**config.mk**
```make
export PLATFORM = sky130hd
export DESIGN_NAME = swz_dma_sched
export DESIGN_NICKNAME = d
export VERILOG_FILES = /design/src/rtl/swz_sched_pkg.sv /design/src/rtl/swz_rr_arbiter.sv /design/src/rtl/swz_dma_sched.sv
export SDC_FILE = /design/constraint.sdc
export NUM_CORES = 1
export LEC_CHECK = 0
export CAP_MARGIN = 15
export CORE_AREA = 5 5 104 82
export CTS_BUF_LIST = sky130_fd_sc_hd__clkbuf_4
export DETAILED_ROUTE_END_ITERATION = 12
export DIE_AREA = 0 0 109 87
export PLACE_DENSITY_LB_ADDON = 0.08
export SKIP_LAST_GASP = 1
export SLEW_MARGIN = 30
export SYNTH_ARGS = -nofsm -noshare
export SYNTH_HDL_FRONTEND = slang
export SYNTH_SLANG_ARGS = --single-unit
export TNS_END_PERCENT = 1
```
**constraint.sdc**
```tcl
create_clock -name clk -period 9.2 [get_ports clk]
set_input_delay 1.84 -clock clk [delete_from_list [all_inputs] [get_ports clk]]
set_output_delay 1.84 -clock clk [all_outputs]
set_load 0.005 [all_outputs]
```
**src/rtl/swz_sched_pkg.sv**
```systemverilog
// Shared types and default timing constants for the swizzle DMA scheduler.
package swz_sched_pkg;

  typedef enum logic [1:0] {
    IDLE  = 2'd0,
    LOAD  = 2'd1,
    DRAIN = 2'd2,
    DONE  = 2'd3
  } sched_state_e;

  localparam int DEF_BLOCK_WORDS  = 40;
  localparam int DEF_DRAIN_CYCLES = 42;

endpackage

```
**src/rtl/swz_rr_arbiter.sv**
```systemverilog
// Rotating-priority arbiter: the lowest requester at or above ptr wins,
// otherwise the search wraps to the lowest requester overall.
module swz_rr_arbiter #(
  parameter int N  = 4,
  parameter int PW = (N > 1) ? $clog2(N) : 1
) (
  input  logic [N-1:0]  req,
  input  logic [PW-1:0] ptr,
  output logic [N-1:0]  gnt,
  output logic [PW-1:0] idx,
  output logic          any
);

  always_comb begin
    gnt = '0;
    idx = '0;
    any = 1'b0;
    for (int i = 0; i < N; i++) begin
      if (!any && req[i] && (PW'(i) >= ptr)) begin
        any    = 1'b1;
        gnt[i] = 1'b1;
        idx    = PW'(i);
      end
    end
    // Wrap-around pass: nothing at or above ptr, take the lowest index.
    for (int i = 0; i < N; i++) begin
      if (!any && req[i]) begin
        any    = 1'b1;
        gnt[i] = 1'b1;
        idx    = PW'(i);
      end
    end
  end

endmodule

```
**src/rtl/swz_dma_sched.sv**
```systemverilog
// Shares one swizzle_cram_to_dram instance among NUM_REQ CRAM requesters.
// Define SWZ_SCHED_FIXED_PRIO_EN for fixed lowest-index-wins arbitration.
module swz_dma_sched
  import swz_sched_pkg::*;
#(
  parameter int NUM_REQ      = 4,
  parameter int RAM_AWIDTH   = 9,
  parameter int MEM_AWIDTH   = 9,
  parameter int LEN_WIDTH    = 10,
  parameter int BLOCK_WORDS  = DEF_BLOCK_WORDS,
  parameter int DRAIN_CYCLES = DEF_DRAIN_CYCLES
) (
  input  logic                          clk,
  input  logic                          reset,
  input  logic [NUM_REQ-1:0]            req,
  input  logic [NUM_REQ*MEM_AWIDTH-1:0] req_dst_addr,
  input  logic [NUM_REQ*LEN_WIDTH-1:0]  req_len,
  output logic [NUM_REQ-1:0]            gnt,
  output logic [NUM_REQ-1:0]            done,
  output logic [NUM_REQ-1:0]            err,
  input  logic                          mc_stall,
  output logic                          ram_rd_en,
  output logic [RAM_AWIDTH-1:0]         ram_rd_addr,
  output logic                          sw_data_valid,
  output logic                          sw_data_last,
  output logic [MEM_AWIDTH-1:0]         sw_addr_start
);

  localparam int PW = (NUM_REQ > 1) ? $clog2(NUM_REQ) : 1;
  localparam int DW = $clog2(DRAIN_CYCLES + 1);

  sched_state_e state_q, state_d;
  logic [NUM_REQ-1:0]    gnt_q, gnt_d;
  logic [NUM_REQ-1:0]    err_q, err_d;
  logic [PW-1:0]         ptr_q, ptr_d;
  logic [MEM_AWIDTH-1:0] addr_q, addr_d;
  logic [LEN_WIDTH-1:0]  len_q, len_d;
  logic [LEN_WIDTH-1:0]  rd_cnt_q, rd_cnt_d;
  logic [DW-1:0]         drain_q, drain_d;
  logic                  valid_q, valid_d;
  logic                  last_q, last_d;
  logic                  rd_en;

  logic [MEM_AWIDTH-1:0] addr_arr [NUM_REQ];
  logic [LEN_WIDTH-1:0]  len_arr  [NUM_REQ];

  genvar gi;
  generate
    for (gi = 0; gi < NUM_REQ; gi++) begin : g_unpack
      assign addr_arr[gi] = req_dst_addr[gi*MEM_AWIDTH +: MEM_AWIDTH];
      assign len_arr[gi]  = req_len[gi*LEN_WIDTH +: LEN_WIDTH];
    end
  endgenerate

  logic [NUM_REQ-1:0] arb_gnt;
  logic [PW-1:0]      arb_idx;
  logic               arb_any;

  swz_rr_arbiter #(
    .N  (NUM_REQ),
    .PW (PW)
  ) u_arb (
    .req (req),
    .ptr (ptr_q),
    .gnt (arb_gnt),
    .idx (arb_idx),
    .any (arb_any)
  );

  logic [LEN_WIDTH-1:0] win_len;
  logic                 win_legal;
  logic                 last_word;

  assign win_len   = len_arr[arb_idx];
  assign win_legal = (win_len != '0) && ((win_len % LEN_WIDTH'(BLOCK_WORDS)) == '0);
  assign last_word = (rd_cnt_q == len_q - LEN_WIDTH'(1));

  always_comb begin
    state_d  = state_q;
    gnt_d    = gnt_q;
    err_d    = '0;
    ptr_d    = ptr_q;
    addr_d   = addr_q;
    len_d    = len_q;
    rd_cnt_d = rd_cnt_q;
    drain_d  = drain_q;
    rd_en    = 1'b0;

    case (state_q)
      IDLE: begin
        if (arb_any) begin
          if (win_legal) begin
            gnt_d    = arb_gnt;
            addr_d   = addr_arr[arb_idx];
            len_d    = win_len;
            rd_cnt_d = '0;
            state_d  = LOAD;
          end else begin
            err_d = arb_gnt;
          end
`ifdef SWZ_SCHED_FIXED_PRIO_EN
          ptr_d = '0;
`else
          ptr_d = (arb_idx == PW'(NUM_REQ - 1)) ? '0 : arb_idx + PW'(1);
`endif
        end
      end

      LOAD: begin
        if (!mc_stall) begin
          rd_en = 1'b1;
          if (last_word) begin
            rd_cnt_d = '0;
            drain_d  = '0;
            state_d  = DRAIN;
          end else begin
            rd_cnt_d = rd_cnt_q + LEN_WIDTH'(1);
          end
        end
      end

      // Swizzle buffer empties on its own schedule; backpressure is irrelevant here.
      DRAIN: begin
        if (drain_q == DW'(DRAIN_CYCLES - 1)) begin
          state_d = DONE;
        end else begin
          drain_d = drain_q + DW'(1);
        end
      end

      DONE: begin
        gnt_d   = '0;
        state_d = IDLE;
      end

      default: state_d = IDLE;
    endcase
  end

  // CRAM read data appears one cycle after the strobe.
  assign valid_d = rd_en;
  assign last_d  = rd_en && last_word;

  always_ff @(posedge clk) begin
    if (reset) begin
      state_q  <= IDLE;
      gnt_q    <= '0;
      err_q    <= '0;
      ptr_q    <= '0;
      addr_q   <= '0;
      len_q    <= '0;
      rd_cnt_q <= '0;
      drain_q  <= '0;
      valid_q  <= 1'b0;
      last_q   <= 1'b0;
    end else begin
      state_q  <= state_d;
      gnt_q    <= gnt_d;
      err_q    <= err_d;
      ptr_q    <= ptr_d;
      addr_q   <= addr_d;
      len_q    <= len_d;
      rd_cnt_q <= rd_cnt_d;
      drain_q  <= drain_d;
      valid_q  <= valid_d;
      last_q   <= last_d;
    end
  end

  assign gnt           = gnt_q;
  assign done          = (state_q == DONE) ? gnt_q : '0;
  assign err           = err_q;
  assign ram_rd_en     = rd_en;
  assign ram_rd_addr   = RAM_AWIDTH'(rd_cnt_q);
  assign sw_data_valid = valid_q;
  assign sw_data_last  = last_q;
  assign sw_addr_start = addr_q;

endmodule
```
* Word level (Yosys, flattened, before mapping)
Index checks and enable logic that the tools add are counted.
** Storage, ports and cells
- Register bits :: 49
- Output and inout port bits :: 33
- Word-level logic and storage cells :: 118
** Operators by class
- Add/subtract/negate cells :: 4
- Divide/modulo/power cells :: 1
- Magnitude comparators :: 5
- Eq/ne operators :: 12
- Mux-type cells :: 50
- Bitwise logic cells :: 3
- Reductions and logical operators :: 33
** Operator list (count)
- 2-to-1 mux 10 bit :: 6
- 2-to-1 mux 2 bit :: 12
- binary-select mux 10 bit (select 2 bit) :: 1
- one-hot mux 10 bit (2 select lines) :: 1
- binary-select mux 9 bit (select 2 bit) :: 1
- 2-to-1 mux 1 bit :: 18
- 2-to-1 mux 6 bit :: 3
- 2-to-1 mux 9 bit :: 2
- logical AND 1 bit :: 13
- 2-to-1 mux 4 bit :: 3
- inequality test 2 bit, second input constant :: 6
- one-hot mux 6 bit (2 select lines) :: 1
- adder 10 x 1 -> 10 bit, second input constant :: 1
- == test 10 bit :: 1
- logical NOT 10 bit :: 1
- modulo 10 x 6 -> 10 bit, second input constant :: 1
- nonzero test 10 bit :: 1
- subtractor 10 x 1 -> 10 bit, second input constant :: 1
- one-hot mux 2 bit (4 select lines) :: 1
- one-hot mux 4 bit (2 select lines) :: 1
- AND reduction 4 bit :: 2
- logical NOT 1 bit :: 7
- adder 6 x 1 -> 6 bit, second input constant :: 1
- == test 2 bit, second input constant :: 3
- 14 further kinds :: 20

* Logic depth before layout (Yosys ltp)
Gate-level depths: netlist (run 1).
- Depth in word-level cells :: 37
- Gate-level depth with buffers :: 14
- Depth with buffers taken out :: 13

* By module
A second synthesis (run 1) with hierarchy kept.
** Unflattened totals
- Cell total of the unflattened synthesis :: 377
- Area, all modules :: 3367.0 µm²
** By module, submodules not included
- swz_dma_sched :: times used 1, cells an instance 344, area each 3144.3 µm²
- swz_rr_arbiter :: times used 1, cells an instance 33, area each 222.7 µm²

* Worst setup path after synthesis (run 1)
Ideal clock, no wire load.
- Kind :: in2reg
- Start :: input req[0]
- End :: register addr_q[5] (netlist: sw_addr_start[5])
- Library setup time :: 0.072 ns
- Arrival time :: 4.757 ns
- Required time :: 9.128 ns
- Slack :: 4.372 ns
- Stages on the path :: 13
- Buffers on the path :: 3
- Path through :: mux2_4 > a221oi_4 > buf_8 > buf_12 > mux2i_1 > mux2_2 > o21ai_1 > a222oi_1 > o211a_4 > nor2_4 > nor3_4 > buf_8 > mux2i_1
** Between the ends
- Cells in the longest elaborated chain, start to end :: 34
** RTL lines
- start: declaration :: line swz_dma_sched.sv:15 : input logic [NUM_REQ-1:0] req,
- logical AND 1 bit :: line swz_rr_arbiter.sv:19 : if (!any && req[i] && (PW'(i) >= ptr)) begin
- 2-to-1 mux 1 bit :: line swz_rr_arbiter.sv:19
- logical NOT 1 bit :: line swz_rr_arbiter.sv:19
- logical AND 1 bit (2 in a row) :: line swz_rr_arbiter.sv:19
- 2-to-1 mux 1 bit :: line swz_rr_arbiter.sv:19
- logical NOT 1 bit :: line swz_rr_arbiter.sv:19
- logical AND 1 bit (2 in a row) :: line swz_rr_arbiter.sv:19
- 2-to-1 mux 1 bit :: line swz_rr_arbiter.sv:19
- [15 not listed]
- 2-to-1 mux 2 bit :: line swz_rr_arbiter.sv:27 : if (!any && req[i]) begin
- inverter 2 -> 3 bit (not written as such) :: line swz_dma_sched.sv:74, swz_dma_sched.sv:94
- binary-select mux 10 bit (select 2 bit) :: line swz_dma_sched.sv:74 : assign win_len = len_arr[arb_idx];
- 2-to-1 mux 10 bit (not written as such) (2 in a row) :: line swz_dma_sched.sv:74
- modulo 10 x 6 -> 10 bit :: line swz_dma_sched.sv:75 : assign win_legal = (win_len != '0) && ((win_len % LEN_WIDTH'(BLOCK_WORDS)) == '0);
- logical NOT 10 bit :: line swz_dma_sched.sv:75
- logical AND 1 bit :: line swz_dma_sched.sv:75
- AND reduction 3 bit (no line)
- end signal: assignment :: line swz_dma_sched.sv:161 : addr_q <= addr_d;
- end: declaration :: line swz_dma_sched.sv:36 : logic [MEM_AWIDTH-1:0] addr_q, addr_d;
Parallel ways exist; a longest one is shown, timed or not. The select of a mux whose other input is x is not followed.
A chain may end at the register's enable or synchronous reset.

* Worst setup path in the final report (run 1)
- Start :: input req[0]
- End :: register addr_q[8] (netlist: sw_addr_start[8])
The elaborated chain is that of the path after synthesis.

==> results by group, run 1 <==
Floorplan
  – Die area: about 9500 µm²
  – Die height: just under 90 µm
  – Die X: 109 µm
  – Initial core utilization: 0.503
  – Core ar.: between 7000 and 8000 µm²
  – I/O pins: between 100 and 150
  – FP Rows: 28

Final layout
  – Commonest non-fill, non-tap cells in the layout: clkdlybuf4s50_1, dfxtp_1, nand2_1
  – Share of layout cells above drive strength 1: 0.0864
  – # fillers: ~670
  – Area growth from synthesis to layout: 30.4%
  – Most common cell after layout, fill and taps aside: clkdlybuf4s50_1
  – Antenna Cells: 0
  – Layout net count: roughly 630

Power and ir drop
  – Worst IR Drop VDD: 105 µV
  – Clk pwr share: 0.095
  – Int Pwr: around 580 µW
  – PwrDens: around 220 nW/µm²
  – Net Sw Frac: 0.467
  – Comb power frac: 0.654
  – Flop pwr share: 0.251
  – Net Switching: 510 µW
  – P_leak: approximately 0.0017 µW

Synthesis
  – Ys Warns: 0
  – Seq/Total Area, Yosys: 0.259
  – Synth Cell Area: 3790 µm²
  – Yosys cell types: just over 60
  – Post-synth EDFFs: 0
  – Syn_area_per_cell: roughly 8.4 µm²
  – Seq cells post-synth: just under 50
  – Syn nets: 542
  – FFs w/ async S/R, synth: 0
  – Gate Count Post-Synth: between 400 and 500
  – Dominant synthesized flop cell: dfxtp_1

Clock network
  – CTS Root Cell: clkbuf_4
  – Post-CTS sizing: 0
  – Postcts setup bufs: 0
  – CTS tree: built
  – Clk buf depth: 2
  – Clock latency on the worst-skew pair: 370 ps
  – CTS buffer count: 5
  – Post-CTS Hold Buffers: 0
  – CTS clk-pin slew, worst paths: around 150 ps
  – Clock sink count: 49
  – # H-tree levels: 2

Outcome
  – Status: finished clean

Placement
  – I/O Buffers: around 120
  – GP Congestion: between 0.8 and 0.9
  – Hpwl dp: 7860 µm

STA
  – Setup total negative slack: 0 ps
  – Hold Fails Final Rpt: 0
  – Fmax: between 150 and 200 MHz
  – Slew HR: 0.375
  – Worst-Margin Slew: between 900 and 1000 ps
  – RSZ-0062 raised after global routing: false
  – Clock Skew: about 6.6 ps
  – Setup violations, final: 0
  – Hold WS: 470 ps
  – Final cycle utilization of the critical path: 0.668
  – Final min period: just over 6000 ps
  – Final Max Slew Viols: 0

Worst setup path
  – Worst Setup End Kind: flop
  – R2R Setup Slk: roughly 4600 ps
  – Setup Crit Path Kind: in2reg
  – Crit-path max FO: 34
  – Worst Setup Start Kind: input pin
  – Worst EP arrival: ~6500 ps
  – Worst EP required: 9510 ps

Global route
  – Number of global-route vias before repair: 3682
  – Met2 Use GR: 0.380
  – GRT overflow: 0
  – Global-route wire length before repair: approximately 17000 µm
  – Most Crowded Layer GR: met2
  – GRT Util Overall: 0.222
  – Initial antenna violation count: 0
  – Grt met1 use: 0.284
  – GRT met3 Usage: 0.0549
  – Largest net degree at the start of global routing: 37

Detailed routing
  – WL per Instance: roughly 16 µm
  – Via Count: about 3700
  – ANT nets after route: 0
  – DRT iter0 DRCs: between 200 and 250
  – DR vias/cell: between 5 and 6
  – Final WL: slightly above 10000 µm
  – # DRC: 0
  – 1st-pass router iterations: 5

Min path
  – Worst min-delay path class: reg2reg

Job
  – Max cap viols: 0
-- path summary, 6_finish.rpt --
check                                 from                       endpoint  depth (start not counted)
max reg2reg          ptr_q[1]$_SDFFE_PP0P_  sw_addr_start[8]$_SDFFE_PP0P_                         11
max                                 req[0]  sw_addr_start[8]$_SDFFE_PP0P_                         12
min          sw_addr_start[7]$_SDFFE_PP0P_  sw_addr_start[7]$_SDFFE_PP0P_                          2
min reg2reg  sw_addr_start[7]$_SDFFE_PP0P_  sw_addr_start[7]$_SDFFE_PP0P_                          2
-- power by group through the flow --
stage                     clock [µW]  combinational, µW  sequential [µW]
after floorplan                    0                552              274
after global placement             0                681              279
after detailed placement           0                702              279
after CTS                        107                705              274
after global routing             116                785              280
final                            104                714              274
-- per-layer routing --
metal,part of all wire,wire (µm)
met3,0.074,764
met2,0.47,4820
met4,0.0051,52
met1,0.45,4630
met5,0,0
-- area by class of cell --
cell class	instances	area [µm²]	area share
multi-input cells	357	2550	0.516
repair buffers	119	1180	0.239
flip-flops and latches	49	981	0.198
well taps	105	131	0.0266
inverters	11	41.3	0.00835
clock buffers	5	37.5	0.00759
clock inverters	3	20.0	0.00405
-- critical path, cell delays in order --
cell and delay [ps]:
clkdlybuf4s50_1 520, and2_1 260, o21ai_1 120, a21oi_1 130, nor2_4 740, mux2_2 550
xnor2_1 210, o221ai_1 160, a221oi_2 350, o211ai_2 440, nor3_4 820, mux2i_1 280
-- stage by stage --
step           utilization  setup WS [ps]  cell area [µm²]  total power (µW)  cells
2_1_floorplan            -           4370             3790               826    451
3_3_place_gp         0.648           2880             4880               960    640
3_5_place_dp         0.648           2670             4880               981    640
4_1_cts              0.655           3090             4940              1090    648
5_1_grt              0.656           2640             4940              1180    649
6_report             0.656           3050             4940              1090    649
-- sequential cells by signal, indices dropped and copies added (netlist names) --
register / flops
drain_q: 6
state_q: 2
len_q: 10
gnt: 4
err: 4
sw_data_valid: 1
sw_addr_start: 9
rd_cnt_q: 10
ptr_q: 2
sw_data_last: 1
-- cells by family (layout without fill, tap and decap cells) --
logic type,Yosys count,count (layout),synth area share
AO/OA/AOI/OAI,100,100,0.194
XOR/XNOR,22,22,0.0508
adder cells (fa/ha/maj),8,8,0.0264
buffers and inverters,45,138,0.0683
flip-flops,49,49,0.259
multiplexers,63,63,0.181
AND/OR/NAND/NOR,164,164,0.221
-- cell usage after synthesis, drive strengths merged (13+ instances only) --
| library cell | instances | area (µm²) |
|---|---|---|
| dfxtp | 49 | 981 |
| nand2 | 47 | 176 |
| mux2i | 46 | 493 |
| nor2 | 27 | 116 |
| nand3 | 23 | 115 |
| a21oi | 21 | 105 |
| o21ai | 21 | 105 |
| buf | 17 | 154 |
| clkbuf | 17 | 63.8 |
| mux2 | 17 | 195 |
| o211ai | 17 | 133 |
| nor3 | 14 | 81.3 |
| nand4 | 13 | 81.3 |
| xnor2 | 13 | 114 |
Note: power is estimated with default switching activity, not from simulation.
==> run 2, diff against run 1 <==
Settings changed: CORE_AREA 5 5 104 82 to 5 5 114 89, DIE_AREA 0 0 109 87 to 0 0 119 94.
Clock period 9.2 ns to 5.45 ns, I/O delays scaled along.
==> run 2 against run 1 <==
Net effect:
- sequential power up 71%
- combinational power up 69%
- critical path depth up 1
- worst hold slack worse by 2.4 ps
- clock power up 70%
- global-route usage down 3.0 points
- sequential share of layout area down 0.20 points
- clock-buffer cell count unchanged
- setup slack worse by 2200 ps
- first-iteration DRC count up 6.0%
- sequential cell count unchanged
==> results by group, run 2 (same netlist as run 1, synthesis figures left out) <==
Floorplan
  – FP Rows: 30 (+7.1%)
  – Die height: 94 µm (+8.0%)
  – Initial core utilization: 0.428 (-0.0754)
  – I/O pins: 116 (unchanged)
  – Die X: 119 µm (+9.2%)
  – Die area: 11200 µm² (+18%)
  – Core ar.: 8860 µm² (+18%)

Detailed routing
  – DR vias/cell: 5.58 (-2.2%)
  – ANT nets after route: 0 (unchanged)
  – # DRC: 0 (unchanged)
  – DRT iter0 DRCs: 231 (+6.0%)
  – Via Count: 3684 (-0.51%)
  – Final WL: 10700 µm (+4.0%)
  – 1st-pass router iterations: 4 (-1)
  – WL per Instance: 16.2 µm (+2.3%)

STA
  – Slew HR: 0.384 (+0.00894)
  – Hold Fails Final Rpt: 0 (unchanged)
  – Worst-Margin Slew: 924 ps (-10.6 ps)
  – Clock Skew: 17.7 ps (+11.1 ps)
  – Fmax: about 220 MHz
  – Setup total negative slack: 0 ps (unchanged)
  – Final Max Slew Viols: 0 (unchanged)
  – Final cycle utilization of the critical path: 0.848
  – RSZ-0062 raised after global routing: false
  – Setup ws final: 830 ps (-2220 ps)
  – Setup violations, final: 0 (unchanged)
  – Final min period: between 4000 and 5000 ps

Clock network
  – CTS tree: built
  – CTS clk-pin slew, worst paths: 160 ps (about the same)
  – Clock latency on the worst-skew pair: 380 ps (about the same)
  – Post-CTS sizing: 0 (unchanged)
  – CTS Root Cell: clkbuf_4
  – Clock sink count: 49 (unchanged)
  – Postcts setup bufs: 0 (unchanged)
  – Clk buf depth: 2 (unchanged)
  – CTS buffer count: 5 (unchanged)
  – Post-CTS Hold Buffers: 0 (unchanged)
  – # H-tree levels: 2 (unchanged)

Outcome
  – Status: finished clean

Power and ir drop
  – Net Sw Frac: 0.464 (-0.00341)
  – Flop pwr share: 0.252 (about the same)
  – Clk pwr share: 0.095 (about the same)
  – Worst IR Drop VDD: 139 µV (+32%)
  – PwrDens: 371 nW/µm² (+68%)
  – Int Pwr: 995 µW (+71%)
  – Net Switching: 860 µW (+69%)
  – Comb power frac: 0.653 (about the same)
  – P_leak: 0.00175 µW (+1.2%)

Final layout
  – Antenna Cells: 0 (unchanged)
  – Area growth from synthesis to layout: 31.7%
  – Most common cell after layout, fill and taps aside: clkdlybuf4s50_1
  – Share of layout cells above drive strength 1: 0.0912 (+0.00484)
  – Commonest non-fill, non-tap cells in the layout: clkdlybuf4s50_1, dfxtp_1, nand2_1
  – Layout net count: 638 (+0.63%)

Worst setup path
  – Worst Setup Start Kind: input pin
  – Worst Reg2Reg Path Length in Cells: 12 (+1)
  – Worst Setup End Kind: flop
  – Setup Crit Path Kind: in2reg
  – Crit-path max FO: 36 (+5.9%)
  – Critical R2R Launch: ptr_q[1]$_SDFFE_PP0P_
  – Worst EP arrival: 4930 ps (-1520 ps)
  – Worst EP required: 5760 ps (-3750 ps)
  – R2R Setup Slk: 1550 ps (-3070 ps)
  – Reg-to-Reg End: sw_addr_start[8]$_SDFFE_PP0P_
  – Critical path origin: req[0]

Min path
  – Worst min-delay path class: reg2reg
  – Min-delay src: sw_addr_start[0]$_SDFFE_PP0P_
  – Hold depth: 2 (unchanged)
  – Hold Path Sink: sw_addr_start[0]$_SDFFE_PP0P_

Job
  – Max cap viols: 0 (unchanged)

Global route
  – GRT overflow: 0 (unchanged)
  – Global-route wire length before repair: 17700 µm (+2.6%)
  – Number of global-route vias before repair: 3634 (-1.3%)
  – Initial antenna violation count: 0 (unchanged)
  – GRT Util Overall: 0.192 (-0.0302)
  – Largest net degree at the start of global routing: 37 (unchanged)

Placement
  – I/O Buffers: 115 (unchanged)
  – Setup WS pre-CTS: 443 ps (-2230 ps)
  – GP Congestion: 0.878 (+5.7%)
  – Hpwl dp: 8250 µm (+5.0%)
==> run 2: layout make-up <==
type                            count  area [µm²]
Fill cell                         844        3860
Multi-Input combinational cell    357        2550
Timing Repair Buffer              123        1220
Sequential cell                    49         981
Tap cell                          112         140
Inverter                           11        41.3
Clock buffer                        5        37.5
Clock inverter                      3        20.0
==> run 2: layer usage <==
| layer | global-route usage | wire (µm) |
|---|---|---|
| met1 | 0.256 | 4890 |
| met5 | 0 | 0 |
| met2 | 0.309 | 4820 |
| met4 | 0.0395 | 75 |
| met3 | 0.0536 | 892 |
==> run 2: per-stage QoR <==
stage	total power [µW]	area, µm²	utilization	hold WS (ps)	cells
after floorplan	1390	3790	-	442	451
after detailed placement	1670	4940	0.557	450	652
after global placement	1660	4940	0.557	442	652
after global routing	2010	5000	0.564	497	660
final	1860	5000	0.564	467	660
after CTS	1860	5000	0.564	469	660
==> run 2: power groups by stage <==
| stage | logic (µW) | clock network, µW | registers (µW) |
|---|---|---|---|
| floorplan | 932 | 0 | 463 |
| global placement | 1190 | 0 | 472 |
| detailed placement | 1200 | 0 | 473 |
| CTS | 1210 | 184 | 467 |
| global route | 1340 | 199 | 475 |
| finish | 1210 | 177 | 468 |
==> run 2: how the worst max path moves through the flow <==
stage / endpoint
2_1_floorplan: sw_addr_start[5]$_SDFFE_PP0P_
3_3_place_gp: err[0]$_SDFF_PP0_
3_5_place_dp: gnt[0]$_SDFFE_PP0P_
4_1_cts: sw_addr_start[8]$_SDFFE_PP0P_
5_1_grt: sw_addr_start[8]$_SDFFE_PP0P_
6_report: sw_addr_start[8]$_SDFFE_PP0P_
==> run 2: worst max-delay path: stages <==
cell and delay (ps):
clkdlybuf4s50_1 520, mux2_4 330, a221oi_4 340, buf_12 280, mux2i_1 270, mux2_2 370
xnor2_1 160, o221ai_1 150, a221oi_2 370, o211ai_2 330, nor3_4 190, buf_4 290
mux2i_1 220
==> run 3, diff against run 2 <==
Settings changed: CORE_AREA 5 5 114 89 to 5 5 108 85, DIE_AREA 0 0 119 94 to 0 0 113 90.
Clock period 5.45 ns to 4.6 ns, I/O delays scaled along.
==> run 3 against run 2 <==
Net effect:
- final cell count is 1.2% higher
- critical path depth stayed put
- register-to-register slack worse by 500 ps
- worst hold slack better by 4.1 ps
- sequential cell count stayed put
- via count is 2.4% higher
- critical path type unchanged
- largest cell class unchanged
==> results by group, run 3 (same netlist as run 1, synthesis figures left out) <==
Outcome
  – Status: finished clean

Detailed routing
  – # DRC: 0 (unchanged)
  – ANT nets after route: 0 (unchanged)
  – Via Count: 3773 (+2.4%)
  – DRT iter0 DRCs: 226 (-2.2%)
  – 1st-pass router iterations: 5 (+1)
  – DR vias/cell: 5.65 (+1.2%)
  – Final WL: 10300 µm (-3.1%)
  – WL per Instance: 15.5 µm (-4.2%)

STA
  – Final min period: ~4100 ps
  – Hold WS: 471 ps (+4.09 ps)
  – Slew HR: 0.411 (+0.0274)
  – Clock Skew: 15.5 ps (-2.21 ps)
  – Worst-Margin Slew: 883 ps (-41.0 ps)
  – Final cycle utilization of the critical path: 0.897
  – Setup total negative slack: 0 ps (unchanged)
  – Setup violations, final: 0 (unchanged)
  – Hold Fails Final Rpt: 0 (unchanged)
  – Fmax: 242 MHz
  – RSZ-0062 raised after global routing: false
  – Final Max Slew Viols: 0 (unchanged)

Floorplan
  – Initial core utilization: 0.469 (+0.0406)
  – Die X: 113 µm (-5.0%)
  – Die area: 10200 µm² (-9.1%)
  – FP Rows: 29 (-3.3%)
  – I/O pins: 116 (unchanged)
  – Core ar.: 8090 µm² (-8.7%)
  – Die height: 90 µm (-4.3%)

Worst setup path
  – Crit-path max FO: 15 (-58%)
  – Worst Setup End Kind: flop
  – Worst EP required: 4850 ps (-910 ps)
  – Worst Setup Start Kind: input pin
  – Setup Crit Path Kind: in2reg
  – Worst EP arrival: 4380 ps (-550 ps)
  – Worst Reg2Reg Path Length in Cells: 12 (unchanged)

Clock network
  – CTS Root Cell: clkbuf_4
  – CTS clk-pin slew, worst paths: 150 ps (about the same)
  – CTS tree: built
  – Clock sink count: 49 (unchanged)
  – Clock latency on the worst-skew pair: 370 ps (about the same)
  – # H-tree levels: 2 (unchanged)
  – Post-CTS Hold Buffers: 0 (unchanged)
  – Clk buf depth: 2 (unchanged)
  – Postcts setup bufs: 0 (unchanged)
  – Post-CTS sizing: 0 (unchanged)
  – CTS buffer count: 5 (unchanged)

Power and ir drop
  – P_leak: 0.00182 µW (+3.7%)
  – Clk pwr share: 0.088 (-0.007)
  – PwrDens: 444 nW/µm² (+20%)
  – Comb power frac: 0.669 (+0.016)
  – Int Pwr: 1240 µW (+25%)
  – Net Sw Frac: 0.452 (-0.0118)
  – Flop pwr share: 0.243 (-0.009)
  – Total power draw: 2270 µW (+22%)
  – Net Switching: 1020 µW (+19%)
  – Worst IR Drop VDD: 181 µV (+30%)

Placement
  – GP Congestion: 0.818 (-6.9%)
  – Placed cells: 661 (+1.4%)
  – I/O Buffers: 115 (unchanged)
  – Placed Instance Area: 5040 µm² (+2.1%)
  – Hpwl dp: 8080 µm (-2.0%)

Final layout
  – Share of layout cells above drive strength 1: 0.113 (+0.0213)
  – Area growth from synthesis to layout: 34.4%
  – Design area: 5100 µm² (+2.0%)
  – Post-Layout Cell Count: 668 (+1.2%)
  – Most common cell after layout, fill and taps aside: clkdlybuf4s50_1
  – Register area: 981 µm² (unchanged)
  – Antenna Cells: 0 (unchanged)
  – # fillers: 704 (-17%)
  – Layout net count: 651 (+2.0%)
  – Multi-input gate area: 2550 µm² (unchanged)
  – Commonest non-fill, non-tap cells in the layout: clkdlybuf4s50_1, dfxtp_1, nand2_1

Global route
  – GRT overflow: 0 (unchanged)
  – Initial antenna violation count: 0 (unchanged)
  – Global-route wire length before repair: 17000 µm (-4.2%)
  – Number of global-route vias before repair: 3610 (-0.66%)
  – Largest net degree at the start of global routing: 30 (-19%)
  – GRT Util Overall: 0.195 (+0.00373)

Min path
  – Hold depth: 2 (unchanged)
  – Worst min-delay path class: reg2reg

Job
  – Max cap viols: 0 (unchanged)
-- run 3: cell types whose count changed in the layout (fill, tap and decap cells not counted) --
cell	change
buf_12	+1
clkinv_1	-1
buf_4	+12
clkinv_4	+1
inv_6	-1
-- run 3: through the flow --
stage	worst slack, ps	util
after floorplan	692	-
after global placement	206	0.623
after detailed placement	91.8	0.623
after CTS	446	0.630
after global routing	236	0.630
final	474	0.630
-- run 3: final cells by class --
class / count / share of cell area
Sequential cell: 49 / 0.192
Inverter: 11 / 0.00810
Multi-Input combinational cell: 357 / 0.501
Tap cell: 108 / 0.0265
Timing Repair Buffer: 136 / 0.262
Clock inverter: 2 / 0.00319
Clock buffer: 5 / 0.00736
-- run 3: final timing paths --
path                                       from                             to  slack (ps)
setup / recovery                         req[2]       rd_cnt_q[4]$_SDFFE_PP0P_         470
hold / removal    sw_addr_start[0]$_SDFFE_PP0P_  sw_addr_start[0]$_SDFFE_PP0P_         470
setup reg to reg          ptr_q[1]$_SDFFE_PP0P_       rd_cnt_q[4]$_SDFFE_PP0P_        1050
hold reg to reg   sw_addr_start[0]$_SDFFE_PP0P_  sw_addr_start[0]$_SDFFE_PP0P_         470
-- run 3: power groups by stage --
stage	Combinational [µW]	Sequential [µW]	Clock, µW
3_5_place_dp	1510	558	0
6_report	1510	551	200
5_1_grt	1660	559	221
2_1_floorplan	1100	549	0
3_3_place_gp	1480	557	0
4_1_cts	1520	549	204
-- run 3: metal layers --
metal / track usage / up-vias / wire length (µm)
li1: - / 1878 / -
met2: 0.321 / 134 / 4720
met3: 0.0557 / 15 / 833
met1: 0.257 / 1746 / 4660
met5: 0 / - / 0
met4: 0.0340 / 0 / 131
-- run 3: worst max-delay path: stages --
cell and delay [ps]:
clkdlybuf4s50_1 530, mux2_4 320, a221oi_4 330, buf_12 210
mux2i_1 240, mux2_2 270, xnor2_1 130, o221ai_1 160
a221oi_2 400, o211ai_2 270, buf_4 260, o2111ai_1 220
o21ai_0 110
